`src/rtl/mac_requant_packer.sv`:
```
// rtl/mac_requant_packer.sv - int8 requantizer and lane packer for MAC accumulator streams
//
// Takes 32-bit signed accumulators from the MAC result stream. Each one is
// multiplied by CFG_SCALE, rounded and right-shifted by CFG_SHIFT, offset by
// CFG_ZERO_POINT and saturated to int8. LANES results are packed into one
// output word, with lane 0 in the low byte. An element carrying TLAST closes
// the word early and emits it with a partial TKEEP.
//
// Optional build macro: REQUANT_RELU_EN clamps negative shifted results to 0
// before the zero-point add. Pipeline latency does not change.
//
// Ports:
//   ACLK, ARESET            clock; synchronous active-high reset
//   SD_AXIS_T*              accumulator input stream (TDATA, TVALID, TLAST, TREADY)
//   CFG_SCALE/SHIFT/ZERO_PT quasi-static requant configuration
//   MO_AXIS_T*              packed int8 output stream (TDATA, TKEEP, TVALID, TLAST, TREADY)
module mac_requant_packer #(
    parameter int LANES   = 4,
    parameter int SCALE_W = 16,
    parameter int SHIFT_W = 5
) (
    input  logic                 ACLK,
    input  logic                 ARESET,
    input  logic [31:0]          SD_AXIS_TDATA,
    input  logic                 SD_AXIS_TVALID,
    input  logic                 SD_AXIS_TLAST,
    output logic                 SD_AXIS_TREADY,
    input  logic [SCALE_W-1:0]   CFG_SCALE,
    input  logic [SHIFT_W-1:0]   CFG_SHIFT,
    input  logic [7:0]           CFG_ZERO_POINT,
    output logic [8*LANES-1:0]   MO_AXIS_TDATA,
    output logic [LANES-1:0]     MO_AXIS_TKEEP,
    output logic                 MO_AXIS_TVALID,
    output logic                 MO_AXIS_TLAST,
    input  logic                 MO_AXIS_TREADY
);
    localparam int P_W  = 32 + SCALE_W + 1;
    localparam int S_W  = P_W + 1;
    localparam int LC_W = (LANES > 1) ? $clog2(LANES) : 1;

    localparam logic signed [S_W-1:0] SAT_MAX = 127;
    localparam logic signed [S_W-1:0] SAT_MIN = -128;

    // One stall signal for the whole pipe: everything moves only when the
    // output register is empty or being drained this cycle.
    logic en;
    logic accept;
    assign en             = !MO_AXIS_TVALID || MO_AXIS_TREADY;
    assign SD_AXIS_TREADY = en && !ARESET;
    assign accept         = SD_AXIS_TVALID && SD_AXIS_TREADY;

    // Stage 1: exact product of the accumulator and the zero-extended scale.
    logic signed [P_W-1:0] acc_ext;
    logic signed [P_W-1:0] scale_ext;
    logic signed [P_W-1:0] s1_prod;
    logic                  s1_valid;
    logic                  s1_last;

    assign acc_ext   = P_W'($signed(SD_AXIS_TDATA));
    assign scale_ext = $signed(P_W'(CFG_SCALE));

    always_ff @(posedge ACLK) begin
        if (ARESET) begin
            s1_valid <= 1'b0;
            s1_prod  <= '0;
            s1_last  <= 1'b0;
        end else if (en) begin
            s1_valid <= accept;
            if (accept) begin
                s1_prod <= acc_ext * scale_ext;
                s1_last <= SD_AXIS_TLAST;
            end
        end
    end

    // Stage 2: round half toward +inf, shift, zero point, saturate.
    // One extra bit of headroom keeps the rounding add from overflowing.
    logic signed [S_W-1:0] round_term;
    logic signed [S_W-1:0] shifted;
    logic signed [S_W-1:0] offset_val;
    logic [7:0]            sat_val;

    always_comb begin
        round_term = '0;
        if (CFG_SHIFT != '0) begin
            round_term = S_W'(1) << (CFG_SHIFT - SHIFT_W'(1));
        end
        shifted = (S_W'(s1_prod) + round_term) >>> CFG_SHIFT;
`ifdef REQUANT_RELU_EN
        if (shifted < 0) begin
            shifted = '0;
        end
`endif
        offset_val = shifted + S_W'($signed(CFG_ZERO_POINT));
        if (offset_val > SAT_MAX) begin
            sat_val = 8'h7F;
        end else if (offset_val < SAT_MIN) begin
            sat_val = 8'h80;
        end else begin
            sat_val = offset_val[7:0];
        end
    end

    logic       s2_valid;
    logic [7:0] s2_data;
    logic       s2_last;

    always_ff @(posedge ACLK) begin
        if (ARESET) begin
            s2_valid <= 1'b0;
            s2_data  <= '0;
            s2_last  <= 1'b0;
        end else if (en) begin
            s2_valid <= s1_valid;
            if (s1_valid) begin
                s2_data <= sat_val;
                s2_last <= s1_last;
            end
        end
    end

    // Stage 3: the packing buffer collects lanes. A completed word moves into
    // the output register in one step, so the buffer is immediately free for
    // the next element.
    logic [8*LANES-1:0] pack_data;
    logic [LANES-1:0]   pack_keep;
    logic [LC_W-1:0]    lane_cnt;
    logic [8*LANES-1:0] next_data;
    logic [LANES-1:0]   next_keep;
    logic               word_done;

    always_comb begin
        next_data = pack_data | ((8*LANES)'(s2_data) << (8 * lane_cnt));
        next_keep = pack_keep | (LANES'(1) << lane_cnt);
        word_done = (lane_cnt == LC_W'(LANES - 1)) || s2_last;
    end

    always_ff @(posedge ACLK) begin
        if (ARESET) begin
            pack_data      <= '0;
            pack_keep      <= '0;
            lane_cnt       <= '0;
            MO_AXIS_TDATA  <= '0;
            MO_AXIS_TKEEP  <= '0;
            MO_AXIS_TVALID <= 1'b0;
            MO_AXIS_TLAST  <= 1'b0;
        end else if (en) begin
            MO_AXIS_TVALID <= 1'b0;
            if (s2_valid) begin
                if (word_done) begin
                    MO_AXIS_TDATA  <= next_data;
                    MO_AXIS_TKEEP  <= next_keep;
                    MO_AXIS_TLAST  <= s2_last;
                    MO_AXIS_TVALID <= 1'b1;
                    pack_data      <= '0;
                    pack_keep      <= '0;
                    lane_cnt       <= '0;
                end else begin
                    pack_data <= next_data;
                    pack_keep <= next_keep;
                    lane_cnt  <= lane_cnt + LC_W'(1);
                end
            end
        end
    end
endmodule

```
`config.mk`:
```
export PLATFORM = sky130hd
export DESIGN_NAME = mac_requant_packer
export DESIGN_NICKNAME = d
export VERILOG_FILES = /design/src/rtl/mac_requant_packer.sv
export SDC_FILE = /design/constraint.sdc
export NUM_CORES = 2
export LEC_CHECK = 0
export ABC_CLOCK_PERIOD_IN_PS = 16400
export CAP_MARGIN = 30
export CORE_AREA = 2 2 233 235
export CTS_BUF_LIST = sky130_fd_sc_hd__clkbuf_4 sky130_fd_sc_hd__clkbuf_8
export DETAILED_ROUTE_END_ITERATION = 8
export DIE_AREA = 0 0 235 237
export PLACE_DENSITY = 0.84
export SLEW_MARGIN = 20
export SYNTH_ARGS = -nofsm -noshare
export SYNTH_HDL_FRONTEND = slang
export SYNTH_SLANG_ARGS = --single-unit
```
`constraint.sdc`:
```
create_clock -name ACLK -period 16.4 [get_ports ACLK]
set_clock_uncertainty 0.15 [all_clocks]
set_input_delay 3.28 -clock ACLK [delete_from_list [all_inputs] [get_ports ACLK]]
set_output_delay 3.28 -clock ACLK [all_outputs]
set_load 0.1 [all_outputs]
```
-- Yosys cells after proc, flatten, opt, wreduce, memory -nomap -nowiden
Cells that the tools add are included.
- register bits after elaboration: 137
- bits of input ports: 66
- output and inout bits: 39
- word-level logic and storage cells: 46
- reductions and logical operators: 11
- equal/unequal tests: 1
- add/subtract/negate cells: 4
- $mul: 1
- order comparisons: 2
- multiplexer cells: 8
- bitwise gates (word level): 2
- shift-type cells: 4
- operators with widths (cell ; count):
    $add A49 B50 Y50 ; 1
    $add A50 B8 Y50 ; 1
    $gt A50 B8 Y1 const B ; 1
    $lt A50 B8 Y1 const B ; 1
    $mux W50 ; 1
    $shl A1 B5 Y50 const A ; 1
    $sshr A50 B5 Y50 ; 1
    $mul A32 B17 Y49 ; 1
    $mux W32 ; 1
    $or A32 B32 Y32 ; 1
    $shl A8 B5 Y32 ; 1
    $mux W8 ; 2
    $reduce_and A2 Y1 ; 3
    $reduce_bool A5 Y1 ; 1
    $sub A5 B1 Y5 const B ; 1
    $mux W4 ; 1
    $or A4 B4 Y4 ; 1
    $shl A1 B2 Y4 const A ; 1
    $reduce_and A3 Y1 ; 1
    $add A2 B1 Y2 const B ; 1
    $eq A2 B2 Y1 const B ; 1
    $logic_and A1 B1 Y1 ; 2
    $logic_not A1 Y1 ; 2
    $logic_or A1 B1 Y1 ; 2
    other kinds (2) ; 3

-- Longest topological paths before layout
- word-level depth: 9
- gate-level depth with buffers: 37
- gate-level depth less buffers: 32

-- Least setup slack after synthesis
OpenSTA, ideal clock, no wires.
- kind: input-to-reg
- start point: in CFG_SHIFT[0]
- end point: reg s2_data[0]
- setup time: 117 ps
- data required time: 16133 ps
- arrival: 10974 ps
- buffers on the path: 7
- setup slack: 5158 ps
- stages: 36
- path through: clkbuf_1 -> inv_1 -> clkbuf_1 -> buf_1 -> nand2_1 -> clkbuf_1 -> nor3_1 -> ha_1 -> clkbuf_1 -> a21o_1 -> a21o_1 -> a21o_1 -> or3_1 -> o21ai_2 -> o21ai_1 -> nand4_1 -> xnor2_1 -> a211oi_1 -> o32ai_1 -> mux2_2 -> mux2i_1 -> ha_1 -> buf_2 -> a21oi_2 -> o21ai_0 -> or3_1 -> or3_4 -> a31o_2 -> a2111oi_4 -> o31ai_1 -> a21oi_1 -> xor2_1 -> nand4_1 -> or4_1 -> buf_2 -> a32o_1
- longest elaborated chain between the ends: 9
- elaborated cells on any way between the ends: 11
- those cells by class: 3 x add/sub; 2 x order compare; 2 x shift; 3 x mux; 1 x reduce/logical
- ends and longest elaborated chain (item ; RTL line ; source):
    from (decl) ; 29 ; input logic [SHIFT_W-1:0] CFG_SHIFT,
    $sub A5 B1 Y5 ; 86 ; round_term = S_W'(1) << (CFG_SHIFT - SHIFT_W'(1));
    $shl A1 B5 Y50 ; 86 ;
    $mux W50 ; 85 ; if (CFG_SHIFT != '0) begin
    $add A49 B50 Y50 ; 88 ; shifted = (S_W'(s1_prod) + round_term) >>> CFG_SHIFT;
    $sshr A50 B5 Y50 * ; 88 ;
    $add A50 B8 Y50 * ; 94 ; offset_val = shifted + S_W'($signed(CFG_ZERO_POINT));
    $lt A50 B8 Y1 ; 97 ; end else if (offset_val < SAT_MIN) begin
    $mux W8 ; 97 ;
    $mux W8 * ; 95 ; if (offset_val > SAT_MAX) begin
    to (signal assigned) ; 116 ; s2_data <= sat_val;
    to (decl) ; 105 ; logic [7:0] s2_data;
Every way passes the cells marked *; elsewhere a longest branch is shown, timed or not.
A chain may end at the register's enable or synchronous reset.

-- Final worst setup path
- start point: in CFG_SHIFT[0]
- end point: reg s2_data[1]
The elaborated chain is that of the path after synthesis.

==> impl_metrics.toml <==
[global_routing]
antenna_found_initial = 0
grt_overflow = 0
track_usage = 0.3099
grt_pass1_wl_um = 141700
grt_pass1_vias = 28207
grt_max_degree = 89

[setup_path]
slowest_stage = "xnor2_1"
cp-startpoint = "CFG_SHIFT[0]"
worstRegToRegCells = 27
crit_path_end_kind = "flop"
r2r-start = "s1_prod[0]"
critical_path.max_stage_delay_ns = 0.60
crit_path_max_fanout = 46
cp.required_ns = 16.63
path_class = "in -> reg"
arrival_ns = 13.39
crit_path_start_kind = "input port"

[cells_and_area]
drive_gt1_frac = 0.03467
finalNetCount = 4582
syn_to_final_growth_pct = 5.019
antenna_cells = 0

[clock_network]
cts_hold_buffers = 0
root_buffer = "clkbuf_8"
post-cts-setup-buffers = 0
clock_path_buffers = 2
numCtsBuffers = 17
cts.clk_slew.worst_paths_ns = 0.09
cts_resized = 0
cts_max_level = 4
clk_latency_ns = 0.49
clock-sinks = 137
cts_tree = "done"

[die]
start_util = 0.5956
num_io_pins = 105
dieHeight_um = 237
rows = 85
core_area_um2 = 53280
dieArea_um2 = 55700
dieWidth_um = 235

[sta]
rsz0062_at_grt = "false"
max_freq_mhz = 75.99
worst_slew_pin_slew_ns = 1.043
period_minus_slack_ns = 13.16
maxSlewHeadroom = 0.3048
drv_slew = 0
finalSetupViolCount = 0
fin_crit_sh = 0.8024
finalHoldViolations = 0
tns_ns = 0

[place]
io_buffers = 104
gp_congestion = 1.017
post-dp-hpwl_um = 66930

[flow_run]
drv_cap = 0

[yosys]
synth_nets = 4663
synth_edf_count = 0
syn-cell-area_um2 = 31730
synth.yosys.seq_area_share = 0.08643
netlist_instances = 3904
async_reset_ff_frac = 0
synthTopCellsByArea = "fa_1 (31%), dfxtp_1 (8.6%), ha_1 (8.0%)"
post-synth-top-area-fraction = 0.3097
yosysTopAreaCell = "fa_1"
synth_commonest_cells = "inv_1 (558), fa_1 (491), nand2_1 (473), nor2_1 (236), and2_1 (227)"
synth.distinct_cells = 96
yosysMostFrequentCell = "inv_1"
postSynthAreaPerCell_um2 = 8.129
ys_warn_count = 0
synthFlopType = "dfxtp_1"
synth_seq_cells = 137

[routing]
route.detailed.drc = 0
dr.first_iter.drc_count = 2418
wl_um = 85310
ant_nets = 0
via_count = 27636
dr.pass1.iters = 8
via_per_inst = 6.098
route.detailed.wl_per_inst_um = 18.82

[outcome]
status = "completed"

[worst_hold_path]
whs_path_depth = 2
min_from = "pack_keep[3]"
hold_class = "reg -> reg"
worst max-delay path, delay by kind of cell:
family / cells / cell delay [ns]
muxes: 2 / 0.36
AOI/OAI and AO/OA: 15 / 3.97
xor gates and xnor gates: 2 / 0.87
buffers and inverters: 4 / 1.72
adders and majority gates: 2 / 0.84
and+or+nand+nor: 7 / 2.29
state kept, by name, indices dropped and copies added, names as in the netlist, 2 cells and up:
register       count
MO_AXIS_TDATA     32
pack_keep          4
pack_data         32
s1_prod           49
MO_AXIS_TKEEP      4
s2_data            8
lane_cnt           2
path summary, 6_finish.rpt:
check / to / slack (ns)
max reg2reg: s2_data[6] / 7.93
min reg2reg: pack_keep[3] / 0.30
max: s2_data[1] / 3.24
min: pack_keep[3] / 0.30
kinds of logic (layout without fill, tap and decap cells):
kind of cell / Yosys count / count (layout) / synth area share
fa+ha+maj: 693 / 693 / 0.3894
xor+xnor: 140 / 140 / 0.03864
flops: 137 / 137 / 0.08643
buf+inv: 797 / 729 / 0.09695
mux: 98 / 98 / 0.03592
simple gates: 1262 / 1262 / 0.1924
compound gates: 776 / 776 / 0.1602
other cells: 1 / 1 / 0.0001182
per-stage QoR:
stage               area [µm²]  instances  setup slack (ns)  hold WS (ns)    util
finish                   33330       4532             3.240        0.2961  0.6255
floorplan                31730       3904             5.158        0.2590       -
global route             33330       4532             2.715        0.3053  0.6255
CTS                      33310       4530             3.492        0.2952  0.6252
global placement         32890       4497             3.184        0.2655  0.6174
detailed placement       32900       4498             2.981        0.2680  0.6174
final cells by class:
cell class              count  area (µm²)
fillers                  4495       19960
inverters                 559        2098
flip-flops and latches    137        2743
clock buffers              17       234.0
clock inverters            15       181.4
well taps                 696       870.8
repair buffers            138        1269
multi-input cells        2970       25930
cells in the final DEF, fill, tap and decap left out, drive strengths merged, types with 8 or more instances in the layout:
master           n
a211o           13
a211oi          72
a21boi          17
a21o            61
a21oi          208
a22oi           30
a31oi           24
and2           227
and3            20
buf             38
clkbuf          18
clkdlybuf4s50   99
dfxtp          137
fa             491
ha             202
inv            567
mux2            17
mux2i           70
mux4            11
nand2          473
nand2b          20
nand3           53
nand3b          47
nand4           41
nor2           236
nor2b           12
nor3            76
o2111ai          8
o211ai          33
o21a            16
o21ai          162
o21bai          21
o22ai           15
o31ai           20
or2              8
or3             14
xnor2           75
xor2            65
per-layer routing:
| metal | global-route usage | up-vias | part of all wire |
|---|---|---|---|
| li1 | - | 12674 | - |
| met2 | 0.5178 | 1301 | 0.47 |
| met3 | 0.04255 | 239 | 0.081 |
| met5 | 0 | - | 0 |
| met1 | 0.4094 | 13422 | 0.41 |
| met4 | 0.1206 | 0 | 0.039 |
Power is left out: the tool's default activity adds up to more than one toggle a clock period on the data nets, which glitch-free logic cannot reach.
